--- src/rtl/apu_pkg.sv ---
// Shared APU constants: length-field widths and channel indices.
package apu_pkg;

   localparam int unsigned LEN_W_SQ   = 6;
   localparam int unsigned LEN_W_WAVE = 8;
   localparam int unsigned NUM_APU_CH = 4;

   localparam int unsigned CH_SQ1   = 0;
   localparam int unsigned CH_SQ2   = 1;
   localparam int unsigned CH_WAVE  = 2;
   localparam int unsigned CH_NOISE = 3;

endpackage : apu_pkg

--- src/rtl/length_counter_ch.sv ---
// Single-channel APU length timer: counter, channel-enable flag and the
// trigger/enable-edge quirks of the original hardware.
module length_counter_ch #(
   parameter int unsigned LEN_W = 6
) (
   input  logic             clk,
   input  logic             rst_n,
   input  logic             lengthTick,
   input  logic             seqPhaseOdd,
   input  logic [LEN_W-1:0] lengthLoad,
   input  logic             writeLen,
   input  logic             trigger,
   input  logic             lengthEnable,
   input  logic             dacEn,
   output logic             chanEnable,
   output logic             counterZero
);

   localparam int unsigned CNT_W = LEN_W + 1;
   localparam logic [CNT_W-1:0] CNT_MAX = {1'b1, {LEN_W{1'b0}}};

   logic [CNT_W-1:0] counter;
   logic [CNT_W-1:0] decCount;
   logic [CNT_W-1:0] counterNxt;
   logic             lenEnQ;
   logic             clkLen;
   logic             hitZero;
   logic             chanEnNxt;

   // Next counter and enable: load beats decrement, decrement beats trigger reload.
   always_comb begin
      decCount   = counter;
      hitZero    = 1'b0;
      counterNxt = counter;
      chanEnNxt  = chanEnable;

      // A rising length_enable in the odd phase steals an extra clock; it
      // merges with a coincident tick into a single decrement.
      clkLen = (lengthTick & lengthEnable) | (lengthEnable & ~lenEnQ & seqPhaseOdd);

      if (clkLen && (counter != '0)) begin
         decCount = counter - CNT_W'(1);
         hitZero  = (decCount == '0);
      end

      if (writeLen) begin
         counterNxt = CNT_MAX - {1'b0, lengthLoad};
      end else if (trigger && (decCount == '0)) begin
         counterNxt = (lengthEnable && seqPhaseOdd) ? (CNT_MAX - CNT_W'(1)) : CNT_MAX;
      end else begin
         counterNxt = decCount;
      end

      // DAC power dominates; trigger re-arms; expiry silences the channel.
      if (!dacEn) begin
         chanEnNxt = 1'b0;
      end else if (trigger) begin
         chanEnNxt = 1'b1;
      end else if (hitZero && !writeLen) begin
         chanEnNxt = 1'b0;
      end
   end

   // Channel state registers.
   always_ff @(posedge clk or negedge rst_n) begin
      if (!rst_n) begin
         counter     <= '0;
         chanEnable  <= 1'b0;
         lenEnQ      <= 1'b0;
         counterZero <= 1'b1;
      end else begin
         counter     <= counterNxt;
         chanEnable  <= chanEnNxt;
         lenEnQ      <= lengthEnable;
         counterZero <= (counterNxt == '0);
      end
   end

endmodule : length_counter_ch

--- src/rtl/length_counter_multi.sv ---
// Bank of independent APU length timers, one per channel, sliced from flat
// register-file buses. The wave channel uses its own instance with LEN_W=8.
module length_counter_multi
   import apu_pkg::*;
#(
   parameter int unsigned NUM_CH = NUM_APU_CH,
   parameter int unsigned LEN_W  = LEN_W_SQ
) (
   input  logic                    clk,
   input  logic                    rst_n,
   input  logic                    length_tick,
   input  logic                    seq_phase_odd,
   input  logic [NUM_CH*LEN_W-1:0] length_load,
   input  logic [NUM_CH-1:0]       write_len,
   input  logic [NUM_CH-1:0]       trigger,
   input  logic [NUM_CH-1:0]       length_enable,
   input  logic [NUM_CH-1:0]       dac_en,
   output logic [NUM_CH-1:0]       chan_enable,
   output logic [NUM_CH-1:0]       counter_zero
);

   // One length timer per channel.
   for (genvar c = 0; c < NUM_CH; c++) begin : gCh
      length_counter_ch #(
         .LEN_W (LEN_W)
      ) uCh (
         .clk          (clk),
         .rst_n        (rst_n),
         .lengthTick   (length_tick),
         .seqPhaseOdd  (seq_phase_odd),
         .lengthLoad   (length_load[c*LEN_W +: LEN_W]),
         .writeLen     (write_len[c]),
         .trigger      (trigger[c]),
         .lengthEnable (length_enable[c]),
         .dacEn        (dac_en[c]),
         .chanEnable   (chan_enable[c]),
         .counterZero  (counter_zero[c])
      );
   end

endmodule : length_counter_multi

--- config.mk ---
export PLATFORM = sky130hd
export DESIGN_NAME = length_counter_multi
export DESIGN_NICKNAME = d
export VERILOG_FILES = /design/src/rtl/apu_pkg.sv /design/src/rtl/length_counter_ch.sv /design/src/rtl/length_counter_multi.sv
export SDC_FILE = /design/constraint.sdc
export NUM_CORES = 1
export LEC_CHECK = 0
export ABC_AREA = 1
export CAP_MARGIN = 10
export CELL_PAD_IN_SITES_DETAIL_PLACEMENT = 0
export CELL_PAD_IN_SITES_GLOBAL_PLACEMENT = 1
export CORE_AREA = 5 5 103 105
export DETAILED_ROUTE_END_ITERATION = 7
export DIE_AREA = 0 0 108 110
export GPL_TIMING_DRIVEN = 1
export PLACE_DENSITY_LB_ADDON = 0.1
export SYNTH_ARGS = -nofsm -noshare
export SYNTH_HDL_FRONTEND = slang
export SYNTH_SLANG_ARGS = --single-unit
export TNS_END_PERCENT = 20
--- constraint.sdc ---
create_clock -name clk -period 2.5 [get_ports clk]
set_input_delay 0.5 -clock clk [delete_from_list [all_inputs] [get_ports clk]]
set_output_delay 0.5 -clock clk [all_outputs]
set_load 0.02 [all_outputs]
# [After elaboration in Yosys (flattened, before gate mapping)]
# Cells that the tools add are included.
[totals] regBits=40 inputBits=44 output_inout_bits=8 elab_cells=116
[classes] n_addsub=8 n_eq_ne=4 muxes=32 bitwise=20 n_reduce_logical=36
[op_table] operator="7-bit two-way mux" n=16
[op_table] operator="7-bit logical NOT" n=12
[op_table] operator="7-bit nonzero test" n=4
[op_table] operator="7-bit by 1-bit subtractor with 7-bit output, second input constant" n=4
[op_table] operator="7-bit by 6-bit subtractor with 7-bit output, first input constant" n=4
[op_table] operator="1-bit logical AND" n=16
[op_table] operator="1-bit two-way mux" n=16
[op_table] operator="1-bit AND" n=12
[op_table] operator="3-bit by 2-bit inequality test with 1-bit output, second input constant" n=4
[op_table] operator="1-bit logical NOT" n=4
[op_table] operator="1-bit NOT" n=4
[op_table] operator="1-bit bitwise OR" n=4

# [Longest topological paths before layout]
# Gate-level depths: netlist (run 1).
[depth] ltp_word=11 mapped_depth=18 mapped_depth_nobuf=18

# [Modules after synthesis]
# A second synthesis (run 1) with hierarchy kept.
[unflattened] hier_cells=562 area_unflattened_um2=3932.5
[by_module_without_submodules] module="length_counter_ch at gCh[1].uCh ..." instances=3 cells_each=144 area_per_inst_um2=975.9 seq_area_each_um2=251.5
[by_module_without_submodules] module="length_counter_ch at gCh[0].uCh" instances=1 cells_each=130 area_per_inst_um2=1004.7 seq_area_each_um2=251.5

# [Worst setup path before layout (run 1)]
# OpenSTA, ideal clock, no wires.
[synth_timing] kind="register to register" startpoint="reg gCh[0].uCh.counter[0]" endpoint="reg gCh[0].uCh.counterZero" setup_time_ns=0.067 arrival_ns=1.914 t_required_ns=2.433 slack_ns=0.519 path_stages_with_launch=18 n_path_buf=1 period_less_slack_ns=1.981 path_cell_list="dfrtp_1 -> inv_1 -> ha_1 -> inv_1 -> nor2_1 -> nand3_4 -> nand2_4 -> buf_12 -> nand2_2 -> o21ai_2 -> nand2_2 -> nor2_4 -> nand4_2 -> nand3_1 -> nand2_2 -> nor2_1 -> nand2_1 -> nor2_1"
[synth_between] elab_chain_cells=8 elab_cells_between_ends=9 classes_between="add/sub (1); mux (3); reduce/logical (5)"
[synth_rtl] item="start: declaration" line_no="length_counter_ch.sv:22" rtl="logic [CNT_W-1:0] counter;"
[synth_rtl] item="start signal: assignment" line_no="length_counter_ch.sv:72" rtl="counter <= counterNxt;"
[synth_rtl] item="branches (longest 2 deep; another with 7-bit by 1-bit subtractor with 7-bit output)"
[synth_rtl] item="7-bit two-way mux (*)" line_no="length_counter_ch.sv:41" rtl="if (clkLen && (counter != '0)) begin"
[synth_rtl] item="7-bit logical NOT" line_no="length_counter_ch.sv:48" rtl="end else if (trigger && (decCount == '0)) begin"
[synth_rtl] item="1-bit logical AND" line_no="length_counter_ch.sv:48"
[synth_rtl] item="7-bit two-way mux (*)" line_no="length_counter_ch.sv:48"
[synth_rtl] item="7-bit two-way mux (*)" line_no="length_counter_ch.sv:46" rtl="if (writeLen) begin"
[synth_rtl] item="net gCh[0].uCh.counterNxt[3]" line_no="length_counter_ch.sv:24" rtl="logic [CNT_W-1:0] counterNxt;"
[synth_rtl] item="7-bit logical NOT (*)" line_no="length_counter_ch.sv:75" rtl="counterZero <= (counterNxt == '0);"
[synth_rtl] item="end signal: assignment" line_no="length_counter_ch.sv:75"
[synth_rtl] item="end: declaration" line_no="length_counter_ch.sv:16" rtl="output logic counterZero"
# Mark *: on every way through the listed nets, which the timed path passes.
# A chain may end at the register's enable or synchronous reset.

# [Worst setup path after layout (run 1)]
[layout_timing] startpoint="reg gCh[0].uCh.counter[1]" endpoint="reg gCh[0].uCh.counterZero"
# Same word-level chain as after synthesis.

==> metrics.cfg, run 1 <==
[flow_run]
maxCapViolCount=0

[worst_setup_path]
cp-end-kind=register
arrival_ns=2.51
start_kind=register
worstSetupStartpoint=gCh[0].uCh.counter[1]
r2r_start=gCh[0].uCh.counter[1]
crit_top_cell=nand2_1
reg2reg_depth=16
r2r_slack_ns=0.22
critical_path.max_fanout=15
worstReg2RegEnd=gCh[0].uCh.counterZero
path_cells=inv_1 -> ha_1 -> inv_1 -> nor2_1 -> nand3_4 -> nand2_8 -> nand2_1 -> nand2_1 -> nand2_1 -> nor2_4 -> nand4_2 -> nand3_1 -> nand2_2 -> nor2_1 -> nand2_1 -> nor2_1
required_ns=2.73
cp_top_family=simple AND/OR/NAND/NOR gates
path_buf_inv=2
worst_path_largest_cell_delay_ns=0.43
crit_slowest_cell=dfrtp_1
critPathKind=reg2reg

[pwr]
internal-power_uw=1280
swShare_pct=38.9
vdd_drop_max_v=0.000207
leakagePower_uw=0.00232
seqPwrFrac_pct=38.3
comb_power_share_pct=41.0
p_total_uw=2090
switching_power_uw=815
powerDensity_nw_per_um2=468
power.share.clock_pct=20.7

[floorplanning]
core_um2=9550
fp-row-count=36
start_util_pct=37.7
fp.dieArea_um2=11900
die-height_um=110
dieWidth_um=108
io_pins=52

[placement]
placed_cells=750
numPortBuffers=51
place_hpwl_um=7310
routabilityCongestion=0.796

[sta]
finalCriticalPeriod_ns=2.28
drv_slew=0
finalCritPeriodShare_pct=91.2
skew_ns=0.00485
tightestPinTransition_ns=0.952
fmax_mhz=439
setup_violations=0
slew-limit-headroom_pct=36.6
rsz0062_at_grt=no
finalHoldViolCount=0

[drt]
ant_nets=0
vias=3532
drc=0
routedWlPerCell_um=11.7
viasPerCell=4.66
drt_pass1_iterations=4
wirelength_um=8880
drt_iter0_markers=87

[global_route]
antenna_found_initial=0
gr-total-overflow=0
grt_pass1_vias=3551
grt_max_degree=41
grt_first_pass_wirelength_um=15600
grt.total_usage_pct=16.0

[logic_synthesis]
synthTopCellsByArea=dfrtp_1 25%, nand2_1 17%, inv_1 8.5%
ys_ff_latch=40
synthDistinctLibCells=39
synthCells=551
synth-edff-count=0
syn_nets=611
seq_area_frac_synth_pct=27.9
async_reset_ff_share_pct=100
synthesis.area_um2=3600
yosys.area.top_type=dfrtp_1
ys.flop_type=dfrtp_1
ys_warn_count=0
avgSynthCellArea_um2=6.54
yosysTopAreaCellShare_pct=25.0

[cts]
cts.htree.levels=2
cts_tree=done
clock-root-buffer=clkbuf_8
clk_pin_slew_ns=0.09
clkLatencyLatePin_ns=0.29
postCtsHoldBufs=0
cts_sinks=40
cts_made_buffers=5
cts_buffer_depth=2
cts_setup_buffers=0

[cells_and_area]
fill_cells=1020
nets=684
final_cell_mix=166 x nand2_1, 82 x inv_1, 53 x nand3_1, 51 x nor2_1, 50 x clkdlybuf4s50_1
drive_gt1_share_pct=13.1
fin_cells=758
num_antenna_cells=0
area_growth_pct=24.2
layout_commonest_cell=nand2_1

[outcome]
outcome=complete, no violations

[min_path]
worstHoldPathType=in2async

final cells by class:
cell class | count | area [um^2] | share of cell area [%]
Timing Repair Buffer | 79 | 716 | 16.0
Sequential cell | 40 | 1010 | 22.5
Inverter | 87 | 327 | 7.30
Multi-Input combinational cell | 411 | 2180 | 48.7
Tap cell | 133 | 166 | 3.72
Clock inverter | 1 | 5.00 | 0.112
Clock buffer | 7 | 76.3 | 1.71
synthesized netlist by cell type (5+ instances only):
| cell type | number |
|---|---|
| a21oi_1 | 16 |
| buf_4 | 9 |
| dfrtp_1 | 36 |
| ha_1 | 16 |
| inv_1 | 82 |
| nand2_1 | 166 |
| nand2_2 | 11 |
| nand3_1 | 53 |
| nand4_1 | 8 |
| nor2_1 | 51 |
| nor2_2 | 5 |
| nor2_4 | 6 |
| nor3_1 | 11 |
| o21ai_0 | 17 |
| xor2_1 | 11 |
stage by stage:
stage / utilization (%) / hold slack [ns] / TNS [ns] / cell area, um^2 / setup slack, ns
6_report: 46.8 / 0.346 / 0 / 4470 / 0.220
5_1_grt: 46.8 / 0.438 / 0 / 4470 / 0.00324
4_1_cts: 46.8 / 0.397 / 0 / 4460 / 0.184
3_5_place_dp: 45.9 / 0.528 / -0.0544 / 4380 / -0.0242
3_3_place_gp: 45.9 / 0.506 / -0.0711 / 4380 / -0.0271
2_1_floorplan: - / 0.204 / 0 / 3600 / 0.519
state kept, by name (all words and copies together) (netlist names):
register / count
gCh.uCh.counter: 28
gCh.uCh.counterZero: 4
gCh.uCh.chanEnable: 4
gCh.uCh.lenEnQ: 4
per-layer routing:
metal  global-route usage, %  wire length, um  vias to the layer above
li1                        -                -                     1879
met3                    2.62              255                       13
met2                    28.2             4330                       51
met5                       0                0                        -
met1                    20.4             4170                     1589
met4                    4.15              128                        0
power by group through the flow:
| stage | combinational, uW | clock (uW) | sequential (uW) |
|---|---|---|---|
| after floorplan | 574 | 0 | 787 |
| after global placement | 857 | 0 | 817 |
| after detailed placement | 856 | 0 | 816 |
| after CTS | 861 | 456 | 803 |
| after global routing | 981 | 478 | 813 |
| final | 857 | 433 | 802 |
logic make-up (layout without fill, tap and decap cells):
| kind of cell | Yosys count | in the layout | synth area share, % |
|---|---|---|---|
| flip-flops | 40 | 40 | 27.9 |
| AND/OR/NAND/NOR | 331 | 331 | 43.1 |
| buffers and inverters | 100 | 174 | 11.8 |
| XOR/XNOR | 14 | 14 | 3.41 |
| adder cells (fa/ha/maj) | 16 | 16 | 5.56 |
| multiplexers | 1 | 1 | 0.278 |
| AO/OA/AOI/OAI | 49 | 49 | 7.85 |
worst register-to-register path, delay by kind of cell, from the launching register on:
kind,cells,cell delay [ns]
DFF,1,0.43
adders and majority gates,1,0.17
and+or+nand+nor,13,1.44
buffers and inverters,2,0.19
how the worst max path moves through the flow:
stage	cells past startpoint	to
final	16	gCh[0].uCh.counterZero
after global routing	17	gCh[3].uCh.counterZero
after CTS	14	gCh[0].uCh.counterZero
after detailed placement	14	gCh[0].uCh.counterZero
after global placement	13	gCh[3].uCh.counterZero
after floorplan	17	gCh[0].uCh.counterZero
timing repair:
item / CTS / global route
endpoints found under the setup margin: 0 / 1
hold endpoints to repair: 0 / 0
gates resized for setup: 0 / 2
Note: power is estimated with default switching activity, not from simulation.
==> run 2: changes to the inputs <==
--- a/config.mk
+++ b/config.mk
@@ -12,7 +12,7 @@
 export CORE_AREA = 5 5 103 105
 export DETAILED_ROUTE_END_ITERATION = 7
 export DIE_AREA = 0 0 108 110
-export GPL_TIMING_DRIVEN = 1
+export GPL_TIMING_DRIVEN = 0
 export PLACE_DENSITY_LB_ADDON = 0.1
 export SYNTH_ARGS = -nofsm -noshare
 export SYNTH_HDL_FRONTEND = slang
==> run 2 against run 1 <==
Compared with the run above:
- worst hold slack worse by 0.17 ns
- sequential power shrank 0.5%
- final cell count is 2.0% lower
- power fell by 1.1%
- critical path type is now in2reg
==> metrics.cfg, run 2 (synthesis gave the netlist of run 1 again) <==
[outcome]
outcome=complete, no violations

[sta]
setup_violations=0  ; unchanged
finalHoldViolCount=0  ; unchanged
layout_setup_ws_ns=0.175  ; -0.0447 ns
fmax_mhz=430  ; -1.9%
skew_ns=0.00592  ; +0.00107 ns
finalCriticalPeriod_ns=2.32  ; +0.0447 ns
tightestPinTransition_ns=0.524  ; -0.428 ns
whs_ns=0.171  ; -0.174 ns
drv_slew=0  ; unchanged
slew-limit-headroom_pct=65.1  ; +29 points
rsz0062_at_grt=no
finalCritPeriodShare_pct=93.0  ; +1.8 points

[pwr]
leakagePower_uw=0.00226  ; -2.5%
internal-power_uw=1260  ; -1.5%
vdd_drop_max_v=0.000187  ; -9.5%
seqPwrFrac_pct=38.5  ; +0.2 points
power.share.clock_pct=22.6  ; +1.9 points
switching_power_uw=811  ; -0.42%
powerDensity_nw_per_um2=471  ; +0.69%
p_total_uw=2070  ; -1.1%
swShare_pct=39.2  ; +0.26 points
comb_power_share_pct=38.9  ; -2.1 points

[cells_and_area]
top_register=gCh.uCh.counter
final_cell_mix=166 x nand2_1, 80 x inv_1, 53 x nand3_1, 50 x nor2_1, 49 x clkdlybuf4s50_1
num_antenna_cells=0  ; unchanged
nets=669  ; -2.2%
layout_commonest_cell=nand2_1
area_growth_pct=22.0
fin_cells=743  ; -2.0%
drive_gt1_share_pct=11.8  ; -1.3 points
fill_cells=1043  ; +2.3%
largest_register_ffs=28  ; unchanged

[worst_setup_path]
reg2reg_depth=14  ; -2
cp-endpoint=gCh[1].uCh.counterZero
crit_top_cell=nand2_1
critical_path.max_fanout=9  ; -6
start_kind=input pin
path_buf_inv=1  ; -1
cp_top_family=simple AND/OR/NAND/NOR gates
r2r_start=gCh[1].uCh.counter[0]
worstSetupStartpoint=length_tick
r2r_slack_ns=0.21  ; about the same
cp-end-kind=register
path_cells=clkdlybuf4s50_1 -> nand2_1 -> nand2_2 -> nand2_4 -> o21ai_0 -> nand2_1 -> nor2_4 -> nand3_2 -> nand3_1 -> nand2_1 -> nor2_1 -> nand2_1 -> nor2_1
crit_slowest_cell=clkdlybuf4s50_1
worstReg2RegEnd=gCh[1].uCh.counterZero
worst_path_largest_cell_delay_ns=0.57  ; +0.14 ns
required_ns=2.73  ; about the same
critPathKind=in2reg
worstSetupPathDepth=13  ; -3
arrival_ns=2.56  ; +0.05 ns

[global_route]
grt.met2_usage_pct=27.5  ; -0.62 points
gr-total-overflow=0  ; unchanged
grt_max_degree=24  ; -41%
grt.total_usage_pct=15.3  ; -0.63 points
grt_first_pass_wirelength_um=14800  ; -4.9%
met1_usage_pct=19.3  ; -1.1 points
grtUsageMet3_pct=2.85  ; +0.23 points
grt_pass1_vias=3379  ; -4.8%
antenna_found_initial=0  ; unchanged
top_usage_layer=met2

[floorplanning]
die-height_um=110  ; unchanged
start_util_pct=37.7  ; unchanged
fp.dieArea_um2=11900  ; unchanged
core_um2=9550  ; unchanged
fp-row-count=36  ; unchanged
dieWidth_um=108  ; unchanged
io_pins=52  ; unchanged

[drt]
vias=3458  ; -2.1%
drc=0  ; unchanged
drt_pass1_iterations=4  ; unchanged
viasPerCell=4.65  ; -0.12%
ant_nets=0  ; unchanged
drt_iter0_markers=108  ; +24%
routedWlPerCell_um=11.8  ; +0.65%
wirelength_um=8760  ; -1.3%

[flow_run]
maxCapViolCount=0  ; unchanged

[min_path]
worstHoldPathType=in2async

[placement]
placed_cells=735  ; -2.0%
numPortBuffers=50  ; -2.0%
place_hpwl_um=7210  ; -1.4%
routabilityCongestion=0.840  ; +5.5%
pre_cts_slack_ns=-0.128  ; -0.104 ns

[cts]
cts_sinks=40  ; unchanged
clock-root-buffer=clkbuf_8
clk_pin_slew_ns=0.09  ; about the same
cts_tree=done
clkLatencyLatePin_ns=0.30  ; about the same
cts_buffer_depth=2  ; unchanged
cts_made_buffers=5  ; unchanged
cts.htree.levels=2  ; unchanged

[run 2: cell count changes in the layout (fill, tap and decap cells not counted), sizes merged]
cell,delta
buf,-16
clkbuf,+1
clkinv,+1
clkdlybuf4s50,-1
[run 2: cell type report]
class | instances | area [um^2] | area share (%)
tap | 133 | 166 | 3.79
sequential | 40 | 1010 | 22.9
buffer | 13 | 100 | 2.28
clock buffer | 6 | 82.6 | 1.88
multi-input combinational | 411 | 2180 | 49.6
timing repair buffer | 51 | 523 | 11.9
inverter | 87 | 327 | 7.43
clock inverter | 2 | 10.0 | 0.228
[run 2: timing repair]
item                                    4_1_cts  5_1_grt
buffers inserted                              0        0
hold buffers                                  0        0
resized for setup                             0        6
endpoints found under the setup margin        0        3
[run 2: metal layers]
metal	vias to the layer above	routed length, um
met5	-	0
met4	0	69
met3	6	309
met2	54	4260
met1	1550	4120
li1	1848	-
[run 2: power groups by stage]
stage	clock, uW	sequential [uW]	combinational (uW)
after CTS	487	797	808
after detailed placement	0	810	803
after global placement	0	810	794
after floorplan	0	787	574
after global routing	512	809	921
final	468	798	804
[run 2: how the worst min path moves through the flow]
stage / end / start / cells past startpoint
3_5_place_dp: gCh[0].uCh.chanEnable / rst_n / 1
4_1_cts: gCh[0].uCh.chanEnable / rst_n / 1
3_3_place_gp: gCh[0].uCh.chanEnable / gCh[0].uCh.chanEnable / 2
6_report: gCh[0].uCh.chanEnable / rst_n / 1
5_1_grt: gCh[0].uCh.chanEnable / rst_n / 1
2_1_floorplan: gCh[0].uCh.chanEnable / rst_n / 0
[run 2: per-stage QoR]
stage          utilization, %  instance area [um^2]  setup TNS (ns)
2_1_floorplan               -                  3600               0
3_3_place_gp             44.7                  4270           -9.21
3_5_place_dp             44.9                  4290          -0.425
4_1_cts                  45.9                  4380               0
5_1_grt                  46.0                  4390               0
6_report                 46.0                  4390               0
==> variant (flow settings as in run 1) <==
The package constant `LEN_W_SQ` goes from 6 to 5.
--- a/src/rtl/apu_pkg.sv
+++ b/src/rtl/apu_pkg.sv
@@ -2,5 +2,5 @@
 package apu_pkg;
 
-   localparam int unsigned LEN_W_SQ   = 6;
+   localparam int unsigned LEN_W_SQ   = 5;
    localparam int unsigned LEN_W_WAVE = 8;
    localparam int unsigned NUM_APU_CH = 4;
Interface: changed (resized length_load); port bits go from 52 to 48. No check against the original RTL was run, so the function may have changed too.
==> variant against run 1 <==
- synthesized cell count shrank 13%
- via count fell by 20%
- synthesized area shrank 9.4%
- setup slack improved by 0.21 ns
- largest cell class unchanged
- routed wire length shrank 20%
- clock skew up 0.0076 ns
- total power is 16% lower
- sequential cell count shrank 4
- sequential share of layout area up 0.53 points
- final area is 12% lower
==> variant: results (changes against run 1) <==
stage	metric	value	unit	change
layout	max reg flops	24		-14%
grt	M1 GR Usage	0.1602		-0.04368
pwr	peak supply drop	0.0001898	V	-8.2%
worst_setup_path	maximum fanout along the worst path	9		-6
grt	met2 Usage GRT	0.2282		-0.05329
worst_setup_path	CP max stage cell	clkdlybuf4s50_1		
layout	Data buffer area share	0.1278		-0.03218
logic_synthesis	Synth cell types	40		+2.6%
layout	FILL cells	1016		-0.39%
drt	wirelength, routed	7.141	mm	-20%
logic_synthesis	syn_nets	533		-13%
layout	multi-input combinational cell area	0.001928	mm2	-11%
grt	largest net degree at the start of global routing	37		-9.8%
worst_setup_path	FF-to-FF setup slack	0.58	ns	+0.36 ns
worst_setup_path	Worst EP arrival	2.28	ns	-0.23 ns
status	status	finished, final reports clean		
place	gpl congestion	0.7877		-1.0%
layout	flip-flop and latch count	36		-10%
layout	Total Nets Final	579		-15%
logic_synthesis	Synth area leaders	dfrtp_1 25%, nand2_1 16%, inv_1 9.6%, ha_1 6.1%, nand3_1 5.4%		
place	dpl cell area	0.003847	mm2	-12%
grt	met3 Use GR	0.02504		-0.001165
drt	met3 WL	172	um	-33%
place	port bufs	47		-7.8%
layout	register fraction of the total cell area	0.2302		+0.005313
layout	count of plain and timing-repair buffers	52		-34%
pwr	Pwr Density	447.3	mW/mm2	-4.4%
grt	first-pass GRT wire length	12.21	mm	-22%
layout	clock buf count	5		-2
layout	multi-input gates	337		-18%
layout	Clock Network Area Fraction	0.02226		+0.004076
timing	Slew HR	0.4222		+0.05664
drt	routed wl met2	3.591	mm	-17%
-- variant: cell count changes in the layout (fill, tap and decap cells not counted), moves of 6 or more --
cell	run 1	this run
nand2_1	166	137
buf_4	28	5
nand3_1	53	35
nor2_1	51	38
o21ai_0	17	4
nor3_1	11	3
a21oi_1	16	10
-- variant: cell families after synthesis --
| group | Yosys count | share of synthesized area |
|---|---|---|
| compound gates | 30 | 0.05677 |
| xor+xnor | 17 | 0.04565 |
| fa+ha+maj | 16 | 0.06137 |
| buf+inv | 104 | 0.1312 |
| flops | 36 | 0.2777 |
| mux | 1 | 0.003069 |
| simple gates | 273 | 0.4242 |
-- variant: power breakdown --
part | internal, mW | switching (mW)
Sequential | 0.641 | 0.0652
Clock | 0.194 | 0.221
Combinational | 0.261 | 0.378
-- variant: worst register-to-register path, stage by stage (launching register included) --
cell	delay (ns)
dfrtp_1	0.41
inv_1	0.18
ha_1	0.24
xnor2_1	0.16
nand3_1	0.13
nand2_1	0.08
nand2_1	0.08
nor2_4	0.12
nand3_1	0.09
nand2_1	0.07
nand2_1	0.08
nand2_1	0.08
inv_1	0.04
nand2_1	0.05
nor2_1	0.05
-- variant: worst max-delay path by stage --
| stage | slack (ns) | end |
|---|---|---|
| after global placement | 0.09 | gCh[0].uCh.counterZero$_DFF_PN1_ |
| after detailed placement | 0.08 | gCh[2].uCh.counterZero$_DFF_PN1_ |
| final | 0.43 | gCh[0].uCh.counterZero$_DFF_PN1_ |
| after global routing | 0.19 | gCh[2].uCh.counterZero$_DFF_PN1_ |
| after CTS | 0.37 | gCh[2].uCh.counterZero$_DFF_PN1_ |
| after floorplan | 0.85 | gCh[2].uCh.counterZero$_DFF_PN1_ |
